[src/rtl/imem_pkg.sv]
// Shared types and constants for the instruction-memory loader.
// Build option IMEM_CHECKSUM_EN adds the CHK/ERR states.
package imem_pkg;

  localparam int         ADDR_W_DEF     = 8;
  localparam int         DATA_W_DEF     = 8;
  localparam logic [7:0] NOP_INST       = 8'h00;
  localparam int         LEN_ZERO_MEANS = 256;

  typedef enum logic [2:0] {
    IDLE,
    LEN,
    LOAD,
    RUN
`ifdef IMEM_CHECKSUM_EN
    , CHK,
    ERR
`endif
  } state_e;

endpackage

[src/rtl/imem_ram.sv]
// Instruction store: one synchronous write port, one asynchronous read port.
// Contents are deliberately left unreset.
module imem_ram #(
  parameter int DEPTH  = 256,
  parameter int ADDR_W = 8,
  parameter int DATA_W = 8
) (
  input  logic              clk,
  input  logic              we,
  input  logic [ADDR_W-1:0] waddr,
  input  logic [DATA_W-1:0] wdata,
  input  logic [ADDR_W-1:0] raddr,
  output logic [DATA_W-1:0] rdata
);

  logic [DATA_W-1:0] mem [DEPTH];

  always_ff @(posedge clk)
    if (we) mem[waddr] <= wdata;

  assign rdata = mem[raddr];

endmodule

[src/rtl/imem_loader.sv]
// Streams a length-prefixed program into instruction memory, then enables the CPU.
// Define IMEM_CHECKSUM_EN to require a trailing XOR checksum byte.
module imem_loader
  import imem_pkg::*;
#(
  parameter int ADDR_W = ADDR_W_DEF,
  parameter int DATA_W = DATA_W_DEF,
  parameter int DEPTH  = 2**ADDR_W
) (
  input  logic              clk,
  input  logic              reset,
  input  logic              load_start,
  input  logic              ld_valid,
  input  logic [DATA_W-1:0] ld_data,
  output logic              ld_ready,
  input  logic [ADDR_W-1:0] pc_addr,
  output logic [DATA_W-1:0] inst,
  output logic              cpu_enable,
  output logic              load_done,
  output logic              load_err
);

  localparam int CNT_W = ADDR_W + 1;

  state_e              state;
  logic [CNT_W-1:0]    rem;
  logic [ADDR_W-1:0]   wr_ptr;
  logic [DATA_W-1:0]   rd_data;
  logic                xfer;
  logic                we;

  assign xfer = ld_valid && ld_ready;
  // A restart pulse wins over a byte offered in the same cycle.
  assign we   = xfer && (state == LOAD) && !load_start;

`ifdef IMEM_CHECKSUM_EN
  logic [DATA_W-1:0] csum;
  logic              err_q;
  assign load_err = err_q;
`else
  assign load_err = 1'b0;
`endif

  always_ff @(posedge clk or negedge reset) begin
    if (!reset) begin
      state      <= IDLE;
      rem        <= '0;
      wr_ptr     <= '0;
      ld_ready   <= 1'b0;
      cpu_enable <= 1'b0;
      load_done  <= 1'b0;
`ifdef IMEM_CHECKSUM_EN
      csum       <= '0;
      err_q      <= 1'b0;
`endif
    end else if (load_start) begin
      state      <= LEN;
      rem        <= '0;
      wr_ptr     <= '0;
      ld_ready   <= 1'b1;
      cpu_enable <= 1'b0;
      load_done  <= 1'b0;
`ifdef IMEM_CHECKSUM_EN
      csum       <= '0;
      err_q      <= 1'b0;
`endif
    end else begin
      case (state)
        LEN: if (xfer) begin
          // Length byte 0 encodes a full-memory load.
          rem    <= (ld_data == '0) ? CNT_W'(DEPTH) : CNT_W'(ld_data);
          wr_ptr <= '0;
          state  <= LOAD;
`ifdef IMEM_CHECKSUM_EN
          csum   <= ld_data;
`endif
        end
        LOAD: if (xfer) begin
          wr_ptr <= wr_ptr + 1'b1;
          rem    <= rem - 1'b1;
`ifdef IMEM_CHECKSUM_EN
          csum   <= csum ^ ld_data;
          if (rem == CNT_W'(1)) state <= CHK;
`else
          if (rem == CNT_W'(1)) begin
            state      <= RUN;
            ld_ready   <= 1'b0;
            cpu_enable <= 1'b1;
            load_done  <= 1'b1;
          end
`endif
        end
`ifdef IMEM_CHECKSUM_EN
        CHK: if (xfer) begin
          ld_ready <= 1'b0;
          if (ld_data == csum) begin
            state      <= RUN;
            cpu_enable <= 1'b1;
            load_done  <= 1'b1;
          end else begin
            state <= ERR;
            err_q <= 1'b1;
          end
        end
`endif
        default: ;
      endcase
    end
  end

  imem_ram #(
    .DEPTH (DEPTH),
    .ADDR_W(ADDR_W),
    .DATA_W(DATA_W)
  ) u_ram (
    .clk  (clk),
    .we   (we),
    .waddr(wr_ptr),
    .wdata(ld_data),
    .raddr(pc_addr),
    .rdata(rd_data)
  );

  assign inst = (state == RUN) ? rd_data : DATA_W'(NOP_INST);

endmodule

[config.mk]
export PLATFORM = sky130hd
export DESIGN_NAME = imem_loader
export DESIGN_NICKNAME = d
export VERILOG_FILES = /design/src/rtl/imem_pkg.sv /design/src/rtl/imem_ram.sv /design/src/rtl/imem_loader.sv
export SDC_FILE = /design/constraint.sdc
export NUM_CORES = 2
export LEC_CHECK = 0
export CORE_MARGIN = 1.5
export CORE_UTILIZATION = 29
export CTS_BUF_LIST = sky130_fd_sc_hd__clkbuf_2 sky130_fd_sc_hd__clkbuf_4 sky130_fd_sc_hd__clkbuf_8
export CTS_CLUSTER_DIAMETER = 60
export DETAILED_ROUTE_END_ITERATION = 7
export GPL_ROUTABILITY_DRIVEN = 0
export GPL_TIMING_DRIVEN = 0
export PLACE_DENSITY_LB_ADDON = 0.05
export SYNTH_ARGS = -nofsm -noshare
export SYNTH_HDL_FRONTEND = slang
export SYNTH_HIERARCHICAL = 1
export SYNTH_SLANG_ARGS = --single-unit
[constraint.sdc]
create_clock -name clk -period 3.6 [get_ports clk]
set_input_delay 0.36 -clock clk [delete_from_list [all_inputs] [get_ports clk]]
set_output_delay 0.36 -clock clk [all_outputs]
set_load 0.01 [all_outputs]
### After elaboration in Yosys (flattened, before gate mapping)

Memories as Yosys holds them, arrays and structs flattened.
Cells that the tools add are included.

| word-level totals | value |
|---|---|
| bits in registers | 22 |
| memory bits (writable) | 2048 |
| input bits | 20 |
| memories | 1 |

| cells by class | value |
|---|---|
| add/sub/neg operators | 2 |
| eq/ne operators | 7 |
| muxes and demuxes | 25 |
| reductions and logical operators | 12 |

Memories:

| memory | depth | bits a word | read ports | clocked after Yosys merged registers in | write ports | RTL line | source |
|---|---|---|---|---|---|---|---|
| u_ram.mem | 256 | 8 | 1 | 0 | 1 | imem_ram.sv:16 | `logic [DATA_W-1:0] mem [DEPTH];` |

Operators by type and width:

| kind | count |
|---|---|
| 2-to-1 mux 9 bit | 4 |
| 2-to-1 mux 8 bit | 4 |
| one-hot mux 9 bit (2 select lines) | 1 |
| one-hot mux 8 bit (2 select lines) | 1 |
| 2-to-1 mux 3 bit | 4 |
| 2-to-1 mux 1 bit | 10 |
| == test 9 x 1 -> 1 bit (second input constant) | 1 |
| subtractor 9 x 1 -> 9 bit (second input constant) | 1 |
| adder 8 x 1 -> 8 bit (second input constant) | 1 |
| zero test 8 bit | 1 |
| == test 3 x 2 -> 1 bit (second input constant) | 2 |
| != test 3 bit (second input constant) | 2 |
| one-hot mux 3 bit (2 select lines) | 1 |
| AND reduction 3 bit | 2 |
| nonzero test 2 bit | 3 |
| AND reduction 4 bit | 1 |
| == test 3 x 1 -> 1 bit (second input constant) | 1 |
| logical AND 1 bit | 3 |
| != test 3 x 2 -> 1 bit (second input constant) | 1 |
| nonzero test 3 bit | 1 |
| zero test 1 bit | 1 |

### Longest topological paths before layout

| logic depth | value |
|---|---|
| depth after elaboration | 5 |
| gate-level depth with buffers | 12 |

### Modules after synthesis

Netlist, hierarchy kept.

Modules (own cells, without submodules):

| module | times used | cells each | area each (µm²) | sequential area each (µm²) |
|---|---|---|---|---|
| imem_ram | 1 | 3725 | 79396.1 | 61499.0 |
| imem_loader | 1 | 154 | 1306.3 | 525.5 |

### Worst setup path before layout

Ideal clock, no wire load.

| timing | value |
|---|---|
| path type | register to register |
| from | register state[0] |
| to | memory u_ram.mem[234][0], enable pin |
| library setup time | 370 ps |
| arrival time | 2567 ps |
| setup slack | 663 ps |
| stages on the path, launching flop included | 11 |
| clock period less this slack | 2937 ps |
| cells stage by stage | dfrtp_1 buf_6 or2b_2 nor2_1 nand3_1 inv_1 clkbuf_1 buf_1 nand3_1 clkbuf_1 nor2_1 |

| between the ends | value |
|---|---|
| cells in the longest elaborated chain, start to end | 5 |

Ends and longest elaborated chain:

| what | RTL line | source |
|---|---|---|
| from (decl) | imem_loader.sv:25 | `state_e state;` |
| from (signal assigned) | imem_loader.sv:46 | `state <= IDLE;` |
| from (signal assigned) | imem_loader.sv:57 | `state <= LEN;` |
| from (signal assigned) | imem_loader.sv:73 | `state <= LOAD;` |
| == test 3 x 2 -> 1 bit | imem_loader.sv:34 | `assign we = xfer && (state == LOAD) && !load_start;` |
| logical AND 1 bit (2 in a row) | imem_loader.sv:34 |  |
| via we | imem_loader.sv:30 | `logic we;` |
| 2-to-1 mux 1 bit | imem_ram.sv:19 | `if (we) mem[waddr] <= wdata;` |
| 2-to-1 mux 1 bit (not written as such) | imem_ram.sv:19 |  |
| to (decl) | imem_ram.sv:16 |  |

The timed path passes the listed nets, and every way through them passes these cells.

### Final worst setup path

| timing | value |
|---|---|
| from | memory u_ram.mem[82][3] |
| to | output port inst[3] |

| between the ends | value |
|---|---|
| cells in the longest elaborated chain, start to end | 2 |

Ends and longest elaborated chain:

| what | RTL line | source |
|---|---|---|
| memory (256 x 8 bit) | n/a |  |
| via rd_data[3] | imem_loader.sv:28 | `logic [DATA_W-1:0] rd_data;` |
| 2-to-1 mux 8 bit | imem_loader.sv:124 | `assign inst = (state == RUN) ? rd_data : DATA_W'(NOP_INST);` |
| to (decl) | imem_loader.sv:17 | `output logic [DATA_W-1:0] inst,` |

The timed path passes the listed nets, and every way through them passes these cells.

==> impl_metrics.ini <==
[clocking]
clk_pin_slew_worst_paths_ns = 0.06
cts.sinks = 2069
clk_latency_ns = 0.99
root_buffer = clkbuf_8
h-tree-depth = 5
cts_tree = yes
cts_buffers = 377
clockBufferDepth = 4

[run]
maxCapViolCount = 0

[power]
switchingPower_w = 0.0123
p_leak_nw = 30.0
p_seq_frac = 0.518
clkPwrFrac = 0.414
combPwrFrac = 0.068
power_density_mw_per_mm2 = 522
swShare = 0.241
peakVddDrop_uv = 295
intPower_w = 0.0388
fin_total_pwr_w = 0.0512

[yosys]
ys_ff_latch = 2069
synth_area_leaders = edfxtp_1 76%, mux4_2 13%, mux2i_1 1.7%, nor2_1 1.4%, a22oi_1 1.3%
synth_warnings = 6
synth_most_common_cell = edfxtp_1
synth_edf_count = 2048
synth_seq_area_share = 0.769
synth_area_leader_cell = edfxtp_1
synthCells = 3879
ys_async_sr_fraction = 0.0101
synthFlopType = edfxtp_1
synthesis.nets = 3902
syn_avg_cell_area_um2 = 20.8
ys_top_cells_by_count = 2048 x edfxtp_1, 454 x mux4_2, 295 x nor2_1
synth.distinct_cells = 72
synth_top_area_share = 0.762
syn_area_mm2 = 0.0807

[timing]
finalCriticalPeriod_ns = 4.17
fin_skew_ns = 0.0439
setup_viol = 8
setup_tns_ns = -3.13
fin_ws_ns = -0.565
tightest_slew_ns = 1.30
hold_viol = 0
fin_crit_sh = 1.16
rsz0062_at_grt = yes
slew_headroom = 0.133
fmax_ghz = 0.240
hold_ws_ns = 0.119
final_max_slew_viol_count = 0

[die]
start_util = 0.292
core_area_mm2 = 0.277
die_h_um = 531
dieArea_mm2 = 0.281
rows = 193
io_pins = 32
die_x_um = 531

[detailed_routing]
post_drt_wl_per_cell_um = 37.2
routed_wl_mm = 311
drcViolationCount = 0
vias_per_cell = 5.15
dr_total_vias = 43117
drtIter0Drc = 4335
drtAntennaViolNets = 0
first_pass_iters = 7

[place]
dp_cells = 7651
place_hpwl_mm = 210
io_buffers = 28

[worst_setup_path]
crit_family = compound AO/OA/AOI/OAI gates
slowest_delay_ns = 0.54
start_kind = flop
critPathRequiredTime_ns = 3.24
crit_buf_inv = 1
crit_fanout = 1
path_class = reg2out
cp.arrival_ns = 3.81
worstSetupEndpointType = output port
cp_slowest_cell = mux4_2
path_cells = mux4_2 > a22o_4 > a221oi_4 > o32ai_4 > nor3_4 > nor4_4 > and3_1 > buf_2

[grt]
first_global_vias = 43581
grt_max_degree = 140
grt.overflow.total = 0
grt_pass1_wl_mm = 411
antenna_found_initial = 18
grt_usage = 0.220

[outcome]
violations = negative setup slack
status = finished, violations left

[hold_path]
min_path_type = in2reg

[final_layout]
nNetsFinal = 4422
finalNonFillerCells = 8374
final_layout_size_suffix_gt1_frac = 0.385
utilization = 0.355
area_delta_synth_final_pct = 21.6
==> placed cells by master (no fill, tap or decap), types with 10 or more instances in the layout <==
master       n
a21oi_1     73
a21oi_2     25
a21oi_4     12
a22oi_1    118
a22oi_2     17
buf_12      43
buf_16      34
buf_2       21
buf_4       93
buf_6       33
buf_8       32
clkbuf_1    19
clkbuf_2    21
clkbuf_4   152
clkbuf_8   408
clkinv_1    97
clkinv_2    30
dfrtp_1     21
edfxtp_1  2048
mux2i_1    133
mux4_2     455
nand2_1     37
nand3_1     21
nand3_2     18
nand4_1     11
nor2_1      60
nor2_2      91
nor2_4     144
nor2b_1     21
nor4_4      20
o211ai_1    10
o21ai_0     23
o221ai_1    25
o221ai_2    21
o22ai_1     29
==> through the flow <==
| stage | instance area (um^2) | setup slack, ns |
|---|---|---|
| 2_1_floorplan | 80700 | 0.663 |
| 3_3_place_gp | 85600 | -7.97 |
| 3_5_place_dp | 86700 | -3.77 |
| 4_1_cts | 97300 | -0.670 |
| 5_1_grt | 98100 | -0.611 |
| 6_report | 98100 | -0.565 |
==> cell families (layout without fill, tap and decap cells) <==
kind of cell	Yosys count	in the layout	share of synthesized area
other	1	8	0.0000465
adder cells (fa/ha/maj)	3	3	0.000465
flip-flops	2069	2069	0.769
XOR/XNOR	1	1	0.000109
multiplexers	591	591	0.144
AND/OR/NAND/NOR	526	526	0.0302
buffers and inverters	251	1034	0.0191
AO/OA/AOI/OAI	437	437	0.0374
==> worst register-to-register path, cell delays in order (launching register included) <==
cell      delay [ns]
dfrtp_1         0.48
clkbuf_2        0.37
nor2b_1         0.18
clkbuf_1        0.58
nand4_1         0.22
buf_4           0.23
clkbuf_2        0.31
buf_12          0.27
nor2_2          0.57
==> worst paths after layout <==
kind / slack [ns] / end / cells after the start / start
worst max-delay path: -0.57 / inst[3] / 8 / u_ram/mem[82][3]
worst min-delay path: 0.12 / ld_ready / 2 / ld_valid
worst max register to register: 0.04 / u_ram/mem[46][1] / 8 / wr_ptr[1]
worst min register to register: 0.56 / rem[8] / 2 / rem[8]
max in group asynchronous: 2.45 / rem[3] / 2 / reset
min in group asynchronous: 0.50 / wr_ptr[7] / 2 / reset
==> flip-flops by register name, summed over array words and instances (netlist names) <==
name / count
rem: 9
load_done: 1
wr_ptr: 8
ld_ready: 1
u_ram/mem: 2048
state: 2
==> routing by layer <==
metal / wire [um] / vias up / track usage / share of wire
li1: - / 17399 / - / -
met1: 140000 / 23941 / 0.311 / 0.45
met2: 149000 / 1390 / 0.357 / 0.48
met3: 15000 / 385 / 0.0306 / 0.048
met4: 7160 / 2 / 0.0500 / 0.023
met5: 8 / - / 0 / 0.000026
==> power groups by stage <==
stage | Combinational, W | Clock (W) | Sequential, W
CTS | 0.00347 | 0.0219 | 0.0265
floorplan | 0.00129 | 0 | 0.0270
finish | 0.00347 | 0.0212 | 0.0265
global route | 0.00359 | 0.0228 | 0.0265
global placement | 0.00304 | 0 | 0.0274
detailed placement | 0.00313 | 0 | 0.0270
==> what timing repair did <==
item / 4_1_cts / 5_1_grt
cloned: 0 / 0
setup endpoints to repair: 2053 / 1140
endpoints found under the hold margin: 462 / 0
hold buffers: 9 / 0
gates resized for setup: 907 / 138
pin swaps: 56 / 40
setup buffers: 37 / 36
==> area by class of cell <==
type / count / area [um^2]
Antenna cell: 7 / 17.5
Buffer: 235 / 2540
Clock buffer: 496 / 6120
Clock inverter: 146 / 762
Fill cell: 26001 / 179000
Inverter: 8 / 35.0
Multi-Input combinational cell: 1559 / 20000
Sequential cell: 2069 / 62000
Tap cell: 3705 / 4640
Timing Repair Buffer: 149 / 2000
Power figures use the tool's default switching activity.
